File: config.mk
export PLATFORM = sky130hd
export DESIGN_NAME = regs_writeback
export DESIGN_NICKNAME = d
export VERILOG_FILES = /design/src/rtl/regs_writeback.sv
export SDC_FILE = /design/constraint.sdc
export NUM_CORES = 1
export LEC_CHECK = 0
export BUFFER_PORTS_ARGS = -buffer_cell sky130_fd_sc_hd__buf_4
export CAP_MARGIN = 25
export CORE_MARGIN = 1.5
export CORE_UTILIZATION = 39
export CTS_CLUSTER_SIZE = 30
export DETAILED_ROUTE_END_ITERATION = 10
export GPL_TIMING_DRIVEN = 0
export SLEW_MARGIN = 10
export SYNTH_ARGS = -nofsm -noshare
export SYNTH_HDL_FRONTEND = slang
export SYNTH_SLANG_ARGS = --single-unit
File: constraint.sdc
create_clock -name CLK -period 2 [get_ports CLK]
set_input_delay 0.1 -clock CLK [delete_from_list [all_inputs] [get_ports CLK]]
set_output_delay 0.1 -clock CLK [all_outputs]
set_load 0.02 [all_outputs]
File: src/rtl/regs_writeback.sv
// Write-back sequencer: buffers execute write requests in an in-order FIFO and drains one per enabled cycle onto the register-file write port.
// Define REGS_WRITEBACK_BYPASS_EN to build the read-port forwarding comparators; otherwise the fwd outputs are tied to 0.
module regs_writeback #(
    parameter int DEPTH     = 4,
    parameter int ACC_COUNT = 6
) (
    input  logic                     CLK,
    input  logic                     RST_N,
    input  logic                     in_valid,
    output logic                     in_ready,
    input  logic                     in_isRegW,
    input  logic [2:0]               in_reg,
    input  logic [7:0]               in_data,
    input  logic [2:0]               in_bits,
    input  logic [2:0]               in_bitval,
    input  logic                     drain_en,
    output logic                     isWrite,
    output logic [2:0]               writeReg,
    output logic                     isRegW,
    output logic [2:0]               dataSel,
    output logic [7:0]               writeData1,
    output logic                     writeFlip,
    output logic                     writeFlag,
    output logic                     writeBit,
    output logic                     flipin,
    output logic                     flagin,
    output logic                     bitin,
    input  logic [2:0]               rd1_reg,
    input  logic [2:0]               rd2_reg,
    input  logic                     rd1_isReg,
    input  logic                     rd2_isReg,
    output logic                     fwd1_hit,
    output logic                     fwd2_hit,
    output logic [7:0]               fwd1_data,
    output logic [7:0]               fwd2_data,
    output logic [$clog2(DEPTH):0]   count,
    output logic                     err_addr
);

    localparam int PTR_W = $clog2(DEPTH);
    localparam int CNT_W = PTR_W + 1;
    localparam logic [3:0] ACC_LIMIT = 4'(ACC_COUNT);

    logic [7:0]       dataMem   [DEPTH];
    logic [2:0]       regMem    [DEPTH];
    logic             isRegMem  [DEPTH];
    logic             hasRegMem [DEPTH];
    logic [2:0]       bitsMem   [DEPTH];
    logic [2:0]       bitvalMem [DEPTH];

    logic [PTR_W-1:0] rdPtr;
    logic [PTR_W-1:0] wrPtr;
    logic             pop;
    logic             push;
    logic             illegal;
    logic             store;

    assign pop      = drain_en && (count != '0);
    assign in_ready = (count < CNT_W'(DEPTH)) || pop;
    assign push     = in_valid && in_ready;
    assign illegal  = in_isRegW ? in_reg[2] : ({1'b0, in_reg} >= ACC_LIMIT);
    // Illegal destinations still occupy a slot when they carry bit writes.
    assign store    = push && (!illegal || (in_bits != 3'b000));
    assign dataSel  = isWrite ? 3'd1 : 3'd0;

    // NOTE: storage has no reset; pointers and count alone define which slots are live.
    always_ff @(posedge CLK) begin
        if (store) begin
            dataMem[wrPtr]   <= in_data;
            regMem[wrPtr]    <= in_reg;
            isRegMem[wrPtr]  <= in_isRegW;
            hasRegMem[wrPtr] <= !illegal;
            bitsMem[wrPtr]   <= in_bits;
            bitvalMem[wrPtr] <= in_bitval;
        end
    end

    always_ff @(posedge CLK or negedge RST_N) begin
        if (!RST_N) begin
            rdPtr      <= '0;
            wrPtr      <= '0;
            count      <= '0;
            err_addr   <= 1'b0;
            isWrite    <= 1'b0;
            writeReg   <= 3'd0;
            isRegW     <= 1'b0;
            writeData1 <= 8'd0;
            writeFlip  <= 1'b0;
            writeFlag  <= 1'b0;
            writeBit   <= 1'b0;
            flipin     <= 1'b0;
            flagin     <= 1'b0;
            bitin      <= 1'b0;
        end else begin
            err_addr <= push && illegal;
            if (store) wrPtr <= wrPtr + PTR_W'(1);
            if (pop)   rdPtr <= rdPtr + PTR_W'(1);
            case ({store, pop})
                2'b10:   count <= count + CNT_W'(1);
                2'b01:   count <= count - CNT_W'(1);
                default: count <= count;
            endcase
            if (pop) begin
                isWrite    <= hasRegMem[rdPtr];
                writeReg   <= regMem[rdPtr];
                isRegW     <= isRegMem[rdPtr];
                writeData1 <= dataMem[rdPtr];
                {writeFlip, writeFlag, writeBit} <= bitsMem[rdPtr];
                {flipin, flagin, bitin}          <= bitvalMem[rdPtr];
            end else begin
                isWrite    <= 1'b0;
                writeReg   <= 3'd0;
                isRegW     <= 1'b0;
                writeData1 <= 8'd0;
                {writeFlip, writeFlag, writeBit} <= 3'b000;
                {flipin, flagin, bitin}          <= 3'b000;
            end
        end
    end

`ifdef REGS_WRITEBACK_BYPASS_EN
    // Scan oldest to youngest (output stage first) so the last match is the newest value.
    function automatic logic [8:0] lookup(input logic [2:0] rdReg, input logic rdIsReg);
        logic [8:0]       result;
        logic [PTR_W-1:0] idx;
        result = 9'd0;
        if (isWrite && (writeReg == rdReg) && (isRegW == rdIsReg))
            result = {1'b1, writeData1};
        for (int k = 0; k < DEPTH; k++) begin
            idx = rdPtr + PTR_W'(k);
            if ((CNT_W'(k) < count) && hasRegMem[idx] &&
                (regMem[idx] == rdReg) && (isRegMem[idx] == rdIsReg))
                result = {1'b1, dataMem[idx]};
        end
        return result;
    endfunction

    always_comb begin
        {fwd1_hit, fwd1_data} = lookup(rd1_reg, rd1_isReg);
        {fwd2_hit, fwd2_data} = lookup(rd2_reg, rd2_isReg);
    end
`else
    logic unusedRdPorts;
    assign unusedRdPorts = ^{rd1_reg, rd2_reg, rd1_isReg, rd2_isReg};
    assign fwd1_hit  = 1'b0;
    assign fwd2_hit  = 1'b0;
    assign fwd1_data = 8'd0;
    assign fwd2_data = 8'd0;
`endif

endmodule

## Yosys cells after proc, flatten, opt, wreduce, memory -nomap -nowiden

Memories as Yosys holds them, arrays and structs flattened.
Cells that the tools add are included.

- Output and inout bits: 45
- Bits in writable memories: 76
- Bits of input ports: 30
- Memories kept: 6
- Flip-flop bits (word level): 27
- Word-level logic and storage cells: 53

- Reductions and logical operators: 10
- $lt $le $gt $ge: 2
- Eq/ne operators: 2
- Add/subtract/negate cells: 4
- Muxes and demuxes: 15

Memories:

| name | depth | width | rd ports | clocked after memory_dff | write ports | line | RTL |
|---|---|---|---|---|---|---|---|
| dataMem | 4 | 8 | 1 | 0 | 1 | 44 | `logic [7:0] dataMem [DEPTH];` |
| bitsMem | 4 | 3 | 1 | 0 | 1 | 48 | `logic [2:0] bitsMem [DEPTH];` |
| bitvalMem | 4 | 3 | 1 | 0 | 1 | 49 | `logic [2:0] bitvalMem [DEPTH];` |
| regMem | 4 | 3 | 1 | 0 | 1 | 45 | `logic [2:0] regMem [DEPTH];` |
| hasRegMem | 4 | 1 | 1 | 0 | 1 | 47 | `logic hasRegMem [DEPTH];` |
| isRegMem | 4 | 1 | 1 | 0 | 1 | 46 | `logic isRegMem [DEPTH];` |

Operator list:

| operator | count |
|---|---|
| two-way mux 1 bit | 12 |
| two-way mux 8 bit | 1 |
| one-hot mux 3 bit (2 select lines) | 1 |
| nonzero test 3 bit | 2 |
| adder 2 x 1 -> 2 bit (second input constant) | 2 |
| logical AND 1 bit | 4 |
| adder 3 x 1 -> 3 bit (second input constant) | 1 |
| >= comparator 3 bit (second input constant) | 1 |
| < comparator 3 bit (second input constant) | 1 |
| two-way mux 3 bit | 1 |
| subtractor 3 x 1 -> 3 bit (second input constant) | 1 |
| equality test 2 x 1 -> 1 bit (second input constant) | 1 |
| equality test 2 bit (second input constant) | 1 |
| logical OR 1 bit | 2 |
| nonzero test 2 bit | 1 |
| logical NOT 1 bit | 1 |

## Depth between registers and ports, before layout

Gate-level depths: netlist of run 1.

- Depth in word-level cells: 7
- Gate-level depth with buffers: 9
- Gate-level depth less buffers: 9

## Worst setup path after synthesis of run 1

OpenSTA, ideal clock, no wires.

- Kind: reg-to-reg
- From: register count[2]
- To: register count[2]
- Path buffers: 0
- Setup slack: -0.023 ns
- Stages on the path, launching flop included: 10
- Required time: 1.920 ns
- Clock period less this slack: 2.023 ns
- Data arrival time: 1.943 ns
- Setup time: 0.080 ns
- Path through: dfrtp_1 nand2b_1 o211a_4 inv_1 ha_1 inv_1 fa_1 xor2_1 nor2_1 xor2_1

- Cells in the longest elaborated chain, start to end: 7
- Elaborated cells between the ends (all ways): 12
- Those cells by class: 2 x add/sub; 1 x order compare; 2 x eq/ne; 1 x mux; 6 x reduce/logical

RTL lines:

| element | line | RTL |
|---|---|---|
| from (decl) | 36 | `output logic [$clog2(DEPTH):0] count,` |
| from (signal assigned) | 99 | `2'b10: count <= count + CNT_W'(1);` |
| from (signal assigned) | 100 | `2'b01: count <= count - CNT_W'(1);` |
| from (signal assigned) | 101 | `default: count <= count;` |
| parallel branches: the longest is 2 deep, another holds < comparator 3 bit | n/a |  |
| logical OR 1 bit * | 59 | `assign in_ready = (count < CNT_W'(DEPTH)) \|\| pop;` |
| named net in_ready | 10 | `output logic in_ready,` |
| logical AND 1 bit * | 60 | `assign push = in_valid && in_ready;` |
| logical AND 1 bit * | 63 | `assign store = push && (!illegal \|\| (in_bits != 3'b000));` |
| equality test 2 x 1 -> 1 bit / equality test 2 bit (equally long branches) | 98 | `case ({store, pop})` |
| one-hot mux 3 bit (2 select lines) / nonzero test 2 bit (equally long branches) | n/a |  |

Mark *: on every way through the listed nets, which the timed path passes.
A chain may end at the register's enable or synchronous reset.

## Worst setup path in the final report of run 1

- From: register count[2]
- To: register count[2]

- Cells in the longest elaborated chain, start to end: 7
- Elaborated cells between the ends (all ways): 12
- Those cells by class: 2 x add/sub; 1 x order compare; 2 x eq/ne; 1 x mux; 6 x reduce/logical

RTL lines:

| element | line | RTL |
|---|---|---|
| nonzero test 3 bit * | 58 | `assign pop = drain_en && (count != '0);` |
| logical AND 1 bit * | 58 |  |
| named net pop | 53 | `logic pop;` |
| logical OR 1 bit | 59 |  |
| logical AND 1 bit | 60 |  |
| logical AND 1 bit | 63 |  |
| equality test 2 x 1 -> 1 bit / equality test 2 bit (equally long branches) | 98 |  |
| one-hot mux 3 bit (2 select lines) / nonzero test 2 bit (equally long branches) | n/a |  |

The timed path passes the listed nets; every way through them passes the cells marked *.

==> run summary, run 1 <==
STATUS
------------------------------------------------------------------------------------
Status                                                                     completed

SYNTHESIS
------------------------------------------------------------------------------------
Syn_area_per_cell                                                           19.6 um2
Cells taking the most area after synthesis                              sky130_fd_sc_hd__edfxtp_1, sky130_fd_sc_hd__dfrtp_1, sky130_fd_sc_hd__mux4_2
Cell area after technology mapping                                          3970 um2
Area share of the leading cell type in the synthesized netlist                 57.5%
Share of flip-flops with an asynchronous set or reset after synthesis          26.2%
Largest area contributor in the synthesized netlist                     sky130_fd_sc_hd__edfxtp_1
EDFF count, synth                                                                 76
Number of unique standard cell types used by synthesis                            23
Count of mapped cells out of synthesis                                           202
Top FF cell, synth                                                      sky130_fd_sc_hd__edfxtp_1
Flip-flop and latch count after synthesis                                        103
Synth warnings                                                                     0
Fraction of the yosys area taken by sequential cells                           74.5%

GLOBAL ROUTING
------------------------------------------------------------------------------------
GRT Overall Usage                                                              12.9%
Number of antenna violations at the first check in global routing                  0
Overall overflow remaining after global route                                      0
Vias in the first global route                                                 2,000
Maximum number of pins on one net before global-route repair                      28
First-pass GRT wire length                                                   10.4 mm

CLOCKING
------------------------------------------------------------------------------------
TritonCTS clock tree                                                            done
Worst-case clock buffer depth                                                      2
Clock-pin transition on the worst setup and hold timing paths                0.09 ns
Clock Sinks                                                                      103
Total number of H-tree levels                                                      3
TritonCTS buffer count                                                             9
Clk_lat worst skew                                                           0.35 ns
Root buffer cell                                                        sky130_fd_sc_hd__clkbuf_8

WORST SETUP PATH
------------------------------------------------------------------------------------
Worst Path Arrival                                                           2.16 ns
Crit Path Category                                                      flip-flop to flip-flop
Data required, critical path                                                 2.28 ns
Critical Path Fanout Max                                                          10
Setup crit end kind                                                        flip-flop
Crit start category                                                        flip-flop

STA
------------------------------------------------------------------------------------
Headroom to the max-slew limit                                                 51.0%
Number of max-slew violations in the final report                                  0
Endpoints failing hold                                                             0
Worst hold margin                                                           0.166 ns
Unrepaired setup endpoints after global routing                                   no
Part of the cycle the worst path needs                                         94.3%
Maximum clock skew at final layout                                         0.0119 ns
Worst slew pin tran                                                         0.728 ns
Final-report setup violation count                                                 0
Timing-limited maximum frequency                                           0.530 GHz
Minimum clock period                                                         1.89 ns

DETAILED ROUTING
------------------------------------------------------------------------------------
Violation count after the first detailed-routing iteration                        53
Routed vias/inst                                                                4.41
Length of the first detailed-routing pass in iterations                            4
Drt total wl                                                                 6.59 mm
Total number of vias                                                           1,930
Antenna-violating nets left                                                        0
# DRC                                                                              0
Wire length per cell after detailed routing                                  15.0 um

CELLS AND AREA
------------------------------------------------------------------------------------
Share of cells above drive strength 1                                          37.0%
Relative area change from synthesis to final layout                            24.6%
Final instance area                                                         4950 um2
Ant diodes                                                                         0
Most frequent cells in the layout                                       sky130_fd_sc_hd__edfxtp_1, sky130_fd_sc_hd__buf_4, sky130_fd_sc_hd__dfrtp_1
Leading cell type in the layout, fill and taps excluded                 sky130_fd_sc_hd__edfxtp_1
Final-stage net count                                                            336

MIN PATH
------------------------------------------------------------------------------------
Class of the tightest hold or removal check                             input port to flip-flop

FLOORPLAN
------------------------------------------------------------------------------------
Num rows                                                                          36
Die extent in y                                                               104 um
Core region area                                                            9820 um2
Die span in x                                                                 104 um
Starting density of the core                                                   40.4%
Boundary Pins                                                                     75
Area of the die                                                           10,800 um2

PLACE
------------------------------------------------------------------------------------
Final Wtd Congestion                                                           0.662
Port buffer count                                                                 46
Detailed placer's ending HPWL                                                3.94 mm
Placed inst area                                                            4560 um2

PWR
------------------------------------------------------------------------------------
Standby leakage power                                                     0.00196 uW
Post-layout power                                                            6130 uW
Peak supply drop                                                          0.000693 V
Power density relative to cell area                                      1240 nW/um2

JOB
------------------------------------------------------------------------------------
Maxcap violations                                                                  0

repair_timing:
item | in CTS | in global routing
pin swaps | 1 | 0
buffers inserted | 1 | 1
hold buffers | 20 | 0
endpoints found under the hold margin | 100 | 0
gates resized for setup | 3 | 0
setup endpoints to repair | 2 | 1
critical path, stage by stage, from the launching register on:
cell                       delay [ns]
sky130_fd_sc_hd__dfrtp_2         0.41
sky130_fd_sc_hd__o31a_1          0.17
sky130_fd_sc_hd__clkbuf_8        0.18
sky130_fd_sc_hd__ha_1            0.19
sky130_fd_sc_hd__inv_1           0.06
sky130_fd_sc_hd__fa_1            0.38
sky130_fd_sc_hd__xor2_1          0.16
sky130_fd_sc_hd__nor2_1          0.11
sky130_fd_sc_hd__xor2_1          0.15
final cells by class:
| class | count | area [um2] |
|---|---|---|
| buffer | 27 | 199 |
| clock buffer | 11 | 131 |
| clock inverter | 5 | 33.8 |
| fill | 854 | 4870 |
| inverter | 6 | 22.5 |
| multi-input combinational | 85 | 873 |
| sequential | 103 | 2960 |
| tap | 133 | 166 |
| timing repair buffer | 68 | 561 |
where the power goes:
part	internal, uW	switching (uW)
clock network	455	669
logic	1010	1040
registers	2800	151
total	4270	1860
synth_stat cells, types with 2 or more instances:
cell / count
sky130_fd_sc_hd__edfxtp_1: 76
sky130_fd_sc_hd__dfrtp_1: 27
sky130_fd_sc_hd__buf_4: 23
sky130_fd_sc_hd__and2_1: 19
sky130_fd_sc_hd__mux4_2: 19
sky130_fd_sc_hd__inv_1: 6
sky130_fd_sc_hd__ha_1: 5
sky130_fd_sc_hd__and2_2: 4
sky130_fd_sc_hd__clkbuf_1: 3
sky130_fd_sc_hd__xnor2_1: 3
sky130_fd_sc_hd__xor2_1: 3
sky130_fd_sc_hd__nand2_1: 2
sky130_fd_sc_hd__nor2_1: 2
metrics by stage:
step / std cells / utilization, % / setup WS, ns / TNS, ns
after floorplan: 221 / - / 0.0147 / 0
after global placement: 400 / 46.4 / -0.274 / -6.89
after detailed placement: 400 / 46.4 / -0.294 / -8.20
after CTS: 437 / 50.3 / 0.0429 / 0
after global routing: 438 / 50.4 / 0.0197 / 0
final: 438 / 50.4 / 0.113 / 0
kinds of logic after synthesis:
group,share of synthesized area [%]
buf+inv,5.33
mux,11.4
simple gates,4.45
fa+ha+maj,2.08
other cells,0.0945
compound gates,0.788
xor+xnor,1.32
flops,74.5
flip-flops by register name (all words and copies together), names as in the netlist, 3 cells and up:
register and count:
regMem 12, writeData1 8, hasRegMem 4, bitsMem 12
isRegMem 4, writeReg 3, count 3, dataMem 32
bitvalMem 12
worst paths after layout:
path,from,endpoint,slack (ns),cells past startpoint
worst min-delay path,drain_en,err_addr,0.17,4
max in group asynchronous,RST_N,count[2],1.49,2
worst max-delay path,count[2],count[2],0.11,8
worst min register to register,count[2],count[2],0.51,1
worst max register to register,count[2],count[2],0.11,8
min in group asynchronous,RST_N,writeReg[1],0.21,2
metal layers:
layer / vias to the layer above / global-route usage (%) / wire [um]
li1: 899 / - / -
met1: 970 / 15.8 / 2830
met2: 54 / 22.1 / 3420
met3: 7 / 3.57 / 270
met4: 0 / 4.17 / 76
met5: - / 0 / 0
Power figures use the tool's default switching activity.
==> inputs of run 2 (changes only) <==
--- a/config.mk
+++ b/config.mk
@@ -7,11 +7,13 @@
 export LEC_CHECK = 0
 export BUFFER_PORTS_ARGS = -buffer_cell sky130_fd_sc_hd__buf_4
 export CAP_MARGIN = 25
+export CORE_ASPECT_RATIO = 1.5
 export CORE_MARGIN = 1.5
 export CORE_UTILIZATION = 39
 export CTS_CLUSTER_SIZE = 30
 export DETAILED_ROUTE_END_ITERATION = 10
 export GPL_TIMING_DRIVEN = 0
+export SKIP_LAST_GASP = 1
 export SLEW_MARGIN = 10
 export SYNTH_ARGS = -nofsm -noshare
 export SYNTH_HDL_FRONTEND = slang
==> run 2 against run 1 <==
Net effect:
- the flow now finishes with violations (design-rule violations)
- worst setup slack better by 0.045 ns
- critical path depth unchanged
- sequential cell count stayed put
- sequential share of layout area down 0.92 points
- critical path type unchanged
- critical endpoint unchanged
- largest power group unchanged
==> run summary, run 2 (synthesis results as in run 1) <==
STATUS
--------------------------------------------------------------------------------
Status                                                              finished, violations left
Violations in the final reports                                     design-rule violations

WORST SETUP PATH
--------------------------------------------------------------------------------
Cell Chain, Critical Path                                           o31a_1 -> buf_6 -> ha_1 -> inv_1 -> fa_1 -> xor2_1 -> nor2_1 -> xor2_1
Worst Path Arrival                                                       2.11 ns   -0.05 ns
Slowest stage cell on the critical path                             sky130_fd_sc_hd__dfrtp_2
Max incr delay on CP                                                     0.40 ns   about the same
Cell type with the highest occurrence count on the critical path    sky130_fd_sc_hd__xor2_1
Critical Path Fanout Max                                                      10   unchanged
Setup crit end kind                                                    flip-flop
Endpoint of the lowest-slack register-to-register path                  count[2]
Data required, critical path                                             2.26 ns   -0.02 ns
Register-to-register setup slack                                         0.16 ns   +0.05 ns
Number of buffers and inverters on the critical path                           2   unchanged
Crit Path Category                                                  flip-flop to flip-flop
Launch instance of the worst register-to-register path                  count[2]
R2R depth                                                                      8   unchanged
Crit-path leading delay family                                       adder cells
Crit start category                                                    flip-flop

CELLS AND AREA
--------------------------------------------------------------------------------
Share of cells above drive strength 1                                      37.2%   +0.12 points
Final core area utilization                                                51.3%   +0.89 points
Storage cell area                                                       2960 um2   unchanged
Post-layout instance count excluding filler cells                            419   -4.3%
Relative area change from synthesis to final layout                        26.6%
Flip-flop count of the largest register after layout                          32   unchanged
Final-stage net count                                                        335   -0.30%
Total of fill cells in the finished design                                   831   -2.7%
Leading cell type in the layout, fill and taps excluded             sky130_fd_sc_hd__edfxtp_1
Ant diodes                                                                     0   unchanged
Most frequent cells in the layout                                   sky130_fd_sc_hd__edfxtp_1, sky130_fd_sc_hd__buf_4, sky130_fd_sc_hd__dfrtp_1
Multi-input logic area                                                   873 um2   unchanged
Largest register by flop count                                           dataMem

PWR
--------------------------------------------------------------------------------
Net switching fraction of the power                                        28.8%   -1.6 points
Internal power                                                           4730 uW   +11%
Peak supply drop                                                      0.000590 V   -15%
Post-layout power                                                        6640 uW   +8.4%
Portion of total power attributed to combinational logic                   30.8%   -2.6 points
Power density relative to cell area                                  1320 nW/um2   +6.8%
Clk network pwr share                                                      24.6%   +6.3 points
Sw Pwr                                                                   1910 uW   +2.8%
Standby leakage power                                                 0.00201 uW   +2.7%
Part of the total power dissipated in sequential elements                  44.6%   -3.6 points

PLACE
--------------------------------------------------------------------------------
Detailed placer's ending HPWL                                            4.06 mm   +3.0%
Port buffer count                                                             46   unchanged
Final Wtd Congestion                                                       0.662   about the same
Post-place setup slack                                                 -0.278 ns   +0.0159 ns
Cells after DPL                                                              382   -4.5%

GLOBAL ROUTING
--------------------------------------------------------------------------------
Vias in the first global route                                             2,029   +1.5%
Number of antenna violations at the first check in global routing              0   unchanged
Maximum number of pins on one net before global-route repair                  28   unchanged
First-pass GRT wire length                                               10.4 mm   -0.26%
Overall overflow remaining after global route                                  0   unchanged
GRT Overall Usage                                                          13.3%   +0.38 points

DETAILED ROUTING
--------------------------------------------------------------------------------
Length of the first detailed-routing pass in iterations                        7   +3
Antenna-violating nets left                                                    0   unchanged
Routed vias/inst                                                            4.61   +4.6%
Total number of vias                                                       1,932   +0.10%
Drt total wl                                                             6.58 mm   -0.23%
Violation count after the first detailed-routing iteration                   114   +120%
Wire length per cell after detailed routing                              15.7 um   +4.3%
# DRC                                                                          9   +9

STA
--------------------------------------------------------------------------------
Endpoints failing hold                                                         0   unchanged
Worst Slack Setup Final                                                 0.158 ns   +0.0451 ns
Headroom to the max-slew limit                                             50.6%   -0.38 points
Minimum clock period                                                     1.84 ns   -0.0451 ns
Maximum clock skew at final layout                                    0.00734 ns   -0.00457 ns
Part of the cycle the worst path needs                                     92.1%   -2.3 points
Unrepaired setup endpoints after global routing                               no
Number of max-slew violations in the final report                              0   unchanged
Worst hold margin                                                      0.0296 ns   -0.137 ns
Worst slew pin tran                                                     0.734 ns   +0.00567 ns
Timing-limited maximum frequency                                       0.543 GHz   +2.4%
Final-report setup violation count                                             0   unchanged

FLOORPLAN
--------------------------------------------------------------------------------
Core region area                                                        9800 um2   -0.20%
Num rows                                                                      44   +22%
Die extent in y                                                           127 um   +22%
Boundary Pins                                                                 75   unchanged
Die span in x                                                            85.4 um   -18%
Area of the die                                                       10,800 um2   +0.11%
Starting density of the core                                               40.5%   +0.083 points

CLOCKING
--------------------------------------------------------------------------------
TritonCTS clock tree                                                        done
TritonCTS buffer count                                                         9   unchanged
Clk_lat worst skew                                                       0.34 ns   about the same
Total number of H-tree levels                                                  3   unchanged
Clock-pin transition on the worst setup and hold timing paths            0.07 ns   -0.02 ns
Worst-case clock buffer depth                                                  2   unchanged
Root buffer cell                                                    sky130_fd_sc_hd__clkbuf_16
Clock Sinks                                                                  103   unchanged

MIN PATH
--------------------------------------------------------------------------------
Source of the worst hold timing path                                    in_valid
Class of the tightest hold or removal check                         input port to flip-flop
Sink of the worst hold path                                             err_addr
WHS Path Cells                                                                 3   -1

JOB
--------------------------------------------------------------------------------
Maxcap violations                                                              0   unchanged

## run 2: per-layer routing
layer	vias up	part of all wire (%)	GRT usage, %
met5	-	0	0
met4	0	2.4	7.69
met3	9	4.3	2.15
met2	54	53	24.0
met1	966	40	14.5
li1	903	-	-
## run 2: through the flow
| stage | instance area [um2] | setup TNS, ns |
|---|---|---|
| 5_1_grt | 5020 | 0 |
| 3_3_place_gp | 4530 | -0.276 |
| 2_1_floorplan | 4040 | 0 |
| 3_5_place_dp | 4530 | -8.07 |
| 6_report | 5020 | 0 |
| 4_1_cts | 5010 | 0 |
## run 2: worst min-delay path: stages
cell and delay (ns):
sky130_fd_sc_hd__buf_4 0.12, sky130_fd_sc_hd__nand2_1 0.05, sky130_fd_sc_hd__nor2_1 0.05
## run 2: how the worst max path moves through the flow
stage	slack, ns	depth (start not counted)	start	endpoint
after floorplan	0.01	8	count[0]	count[2]
after global placement	-0.25	8	count[0]	count[2]
after detailed placement	-0.28	8	count[0]	count[2]
after CTS	0.04	8	count[0]	count[2]
after global routing	0.007	8	count[1]	count[2]
final	0.16	8	count[2]	count[2]
## run 2: final cells by class
| cell class | instances | share of cell area, % |
|---|---|---|
| multi-input combinational | 85 | 17.4 |
| sequential | 103 | 58.9 |
| buffer | 27 | 3.91 |
| clock inverter | 3 | 0.324 |
| clock buffer | 13 | 5.21 |
| timing repair buffer | 67 | 11.0 |
| tap | 115 | 2.86 |
| inverter | 6 | 0.448 |
## run 2: power by group through the flow
stage                     clock [uW]  combinational, uW  sequential (uW)
after floorplan                    0               1140             3220
after global placement             0               2000             3010
after detailed placement           0               2040             3030
after CTS                       1670               2080             2980
after global routing            1740               2230             3010
final                           1630               2040             2970
## run 2: what timing repair did
action                                 4_1_cts  5_1_grt
setup endpoints to repair                    2        1
setup buffers                                1        1
endpoints found under the hold margin       99        0
resized for setup                            2        2
pin swaps                                    1        0
hold buffers                                19        0
==> inputs of run 3 (changes only) <==
--- a/config.mk
+++ b/config.mk
@@ -9,10 +9,11 @@
 export CAP_MARGIN = 25
 export CORE_ASPECT_RATIO = 1.5
 export CORE_MARGIN = 1.5
-export CORE_UTILIZATION = 39
+export CORE_UTILIZATION = 30
 export CTS_CLUSTER_SIZE = 30
 export DETAILED_ROUTE_END_ITERATION = 10
 export GPL_TIMING_DRIVEN = 0
+export RECOVER_POWER = 25
 export SKIP_LAST_GASP = 1
 export SLEW_MARGIN = 10
 export SYNTH_ARGS = -nofsm -noshare
==> run 3 against run 2 <==
Net effect:
- the run now ends clean
- non-clock buffer count grew 1
- sequential cell count is the same
- sequential power is essentially flat
- first-iteration DRC count shrank 15%
- wire length grew 6.4%
- worst setup slack gained 0.0016 ns
- count of clock-buffer cells in the layout shrank 4
- die area grew 29%
- cell area grew 0.80%
- cell count grew 11%
- sequential share of layout area shrank 0.47 points
- critical path type unchanged
- largest cell class unchanged
- largest power group unchanged
==> run summary, run 3 (synthesis results as in run 1) <==
STATUS
--------------------------------------------------------------------------------
Status                                                                 completed

CELLS AND AREA
--------------------------------------------------------------------------------
Leading cell type in the layout, fill and taps excluded             sky130_fd_sc_hd__edfxtp_1
Largest register by flop count                                           dataMem
Final-stage net count                                                        336   +0.30%
Multi-input logic area                                                   873 um2   unchanged
Most frequent cells in the layout                                   sky130_fd_sc_hd__edfxtp_1, sky130_fd_sc_hd__buf_4, sky130_fd_sc_hd__dfrtp_1
Final instance area                                                     5060 um2   +0.80%
Relative area change from synthesis to final layout                        27.6%
Ant diodes                                                                     0   unchanged
Storage cell area                                                       2960 um2   unchanged
Post-layout instance count excluding filler cells                            464   +11%
Flip-flop count of the largest register after layout                          32   unchanged
Total of fill cells in the finished design                                 1,199   +44%
Share of cells above drive strength 1                                      34.4%   -2.7 points

PWR
--------------------------------------------------------------------------------
Portion of total power attributed to combinational logic                   30.4%   -0.4 points
Power density relative to cell area                                  1330 nW/um2   +0.34%
Clk network pwr share                                                      25.3%   +0.7 points
Net switching fraction of the power                                        29.0%   +0.26 points
Part of the total power dissipated in sequential elements                  44.3%   -0.3 points
Peak supply drop                                                      0.000521 V   -12%
Sw Pwr                                                                   1950 uW   +2.0%
Standby leakage power                                                 0.00198 uW   -1.4%
Internal power                                                           4770 uW   +0.77%

PLACE
--------------------------------------------------------------------------------
Detailed placer's ending HPWL                                            4.48 mm   +10%
Port buffer count                                                             46   unchanged
Cells after DPL                                                              426   +12%
Post-place setup slack                                                 -0.260 ns   +0.0182 ns
Placed inst area                                                        4590 um2   +1.2%
Final Wtd Congestion                                                       0.680   +2.8%

DETAILED ROUTING
--------------------------------------------------------------------------------
Wire length per cell after detailed routing                              15.1 um   -3.9%
Length of the first detailed-routing pass in iterations                        4   -3
Routed vias/inst                                                            4.17   -9.5%
Antenna-violating nets left                                                    0   unchanged
Total number of vias                                                       1,937   +0.26%
# DRC                                                                          0   -9
Drt total wl                                                             6.99 mm   +6.4%
Violation count after the first detailed-routing iteration                    97   -15%

STA
--------------------------------------------------------------------------------
Worst hold margin                                                       0.150 ns   +0.121 ns
Part of the cycle the worst path needs                                     92.0%   about the same
Maximum clock skew at final layout                                    0.00710 ns   -0.000245 ns
Minimum clock period                                                     1.84 ns   -0.00155 ns
Setup total negative slack                                                  0 ns   unchanged
Final-report setup violation count                                             0   unchanged
Endpoints failing hold                                                         0   unchanged
Timing-limited maximum frequency                                       0.543 GHz   about the same
Number of max-slew violations in the final report                              0   unchanged
Headroom to the max-slew limit                                             50.4%   -0.18 points
Unrepaired setup endpoints after global routing                               no
Worst Slack Setup Final                                                 0.160 ns   +0.00155 ns
Worst slew pin tran                                                     0.744 ns   +0.0104 ns

FLOORPLAN
--------------------------------------------------------------------------------
Die extent in y                                                           144 um   +14%
Core region area                                                      13,000 um2   +32%
Num rows                                                                      51   +16%
Die span in x                                                            96.9 um   +14%
Starting density of the core                                               30.6%   -9.9 points
Boundary Pins                                                                 75   unchanged
Area of the die                                                       13,900 um2   +29%

CLOCKING
--------------------------------------------------------------------------------
TritonCTS buffer count                                                         9   unchanged
Worst-case clock buffer depth                                                  2   unchanged
Root buffer cell                                                    sky130_fd_sc_hd__clkbuf_16
Clock-pin transition on the worst setup and hold timing paths            0.07 ns   about the same
Total number of H-tree levels                                                  3   unchanged
Clock Sinks                                                                  103   unchanged
Clk_lat worst skew                                                       0.35 ns   about the same
TritonCTS clock tree                                                        done

GLOBAL ROUTING
--------------------------------------------------------------------------------
Maximum number of pins on one net before global-route repair                  28   unchanged
Overall overflow remaining after global route                                  0   unchanged
Number of antenna violations at the first check in global routing              0   unchanged
Vias in the first global route                                             2,073   +2.2%
GRT Overall Usage                                                          10.7%   -2.5 points
First-pass GRT wire length                                               11.0 mm   +5.5%

WORST SETUP PATH
--------------------------------------------------------------------------------
Crit start category                                                    flip-flop
Cell Chain, Critical Path                                           o31a_1 -> buf_6 -> ha_1 -> inv_1 -> fa_1 -> xor2_1 -> nor2_1 -> xor2_1
Cell type with the highest occurrence count on the critical path    sky130_fd_sc_hd__xor2_1
Register-to-register setup slack                                         0.16 ns   about the same
Max incr delay on CP                                                     0.39 ns   about the same
Critical Path Fanout Max                                                      10   unchanged
Worst Path Arrival                                                       2.11 ns   about the same
Endpoint of the lowest-slack register-to-register path                  count[2]
Setup crit end kind                                                    flip-flop
Slowest stage cell on the critical path                             sky130_fd_sc_hd__dfrtp_1
R2R depth                                                                      8   unchanged
Data required, critical path                                             2.27 ns   about the same
Launch instance of the worst register-to-register path                  count[0]
Crit Path Category                                                  flip-flop to flip-flop

MIN PATH
--------------------------------------------------------------------------------
Sink of the worst hold path                                             err_addr
Class of the tightest hold or removal check                         input port to flip-flop
Source of the worst hold timing path                                    drain_en
WHS Path Cells                                                                 4   +1

JOB
--------------------------------------------------------------------------------
Maxcap violations                                                              0   unchanged

[run 3: power groups by stage]
stage,sequential [uW],combinational (uW),clock [uW]
after floorplan,3220,1140,0
after global placement,3010,2010,0
after detailed placement,3040,2040,0
after CTS,2990,2090,1730
after global routing,3030,2230,1810
final,2980,2040,1700
[run 3: critical path, delay by kind of cell (launching register included)]
kind | cells | cell delay, ns
flip-flops | 1 | 0.39
adder cells (fa/ha/maj) | 2 | 0.55
XOR/XNOR | 2 | 0.29
buffers and inverters | 2 | 0.21
AO/OA/AOI/OAI | 1 | 0.20
AND/OR/NAND/NOR | 1 | 0.11
[run 3: area by class of cell]
| class | count | share of cell area [%] |
|---|---|---|
| flip-flops and latches | 103 | 58.4 |
| multi-input cells | 85 | 17.2 |
| repair buffers | 68 | 10.4 |
| clock buffers | 9 | 4.45 |
| well taps | 159 | 3.93 |
| plain buffers | 27 | 3.88 |
| clock inverters | 7 | 1.26 |
| inverters | 6 | 0.445 |
[run 3: how the worst max path moves through the flow]
stage | startpoint | endpoint | cells past startpoint
after floorplan | count[0] | count[2] | 8
after global placement | count[0] | count[2] | 8
after detailed placement | count[0] | count[2] | 8
after CTS | count[0] | count[2] | 8
after global routing | count[0] | count[2] | 8
final | count[0] | count[2] | 8
[run 3: stage by stage]
stage / utilization, % / total power [uW]
after floorplan: - / 4360
after global placement: 35.4 / 5020
after detailed placement: 35.4 / 5080
after global routing: 39.1 / 7080
after CTS: 39.3 / 6810
final: 39.1 / 6720
[run 3: what timing repair did]
action                     in CTS  in global routing
pin swaps                       1                  0
hold endpoints to repair      100                  0
buffers inserted                1                  1
setup endpoints to repair       2                  1
hold buffers                   20                  0
resized for setup               2                  3
[run 3: routing by layer]
metal / part of all wire (%) / up-vias / track usage, %
li1: - / 903 / -
met2: 58 / 50 / 20.4
met1: 35 / 973 / 10.7
met5: 0 / - / 0
met4: 2.2 / 0 / 5.49
met3: 4.0 / 11 / 2.72
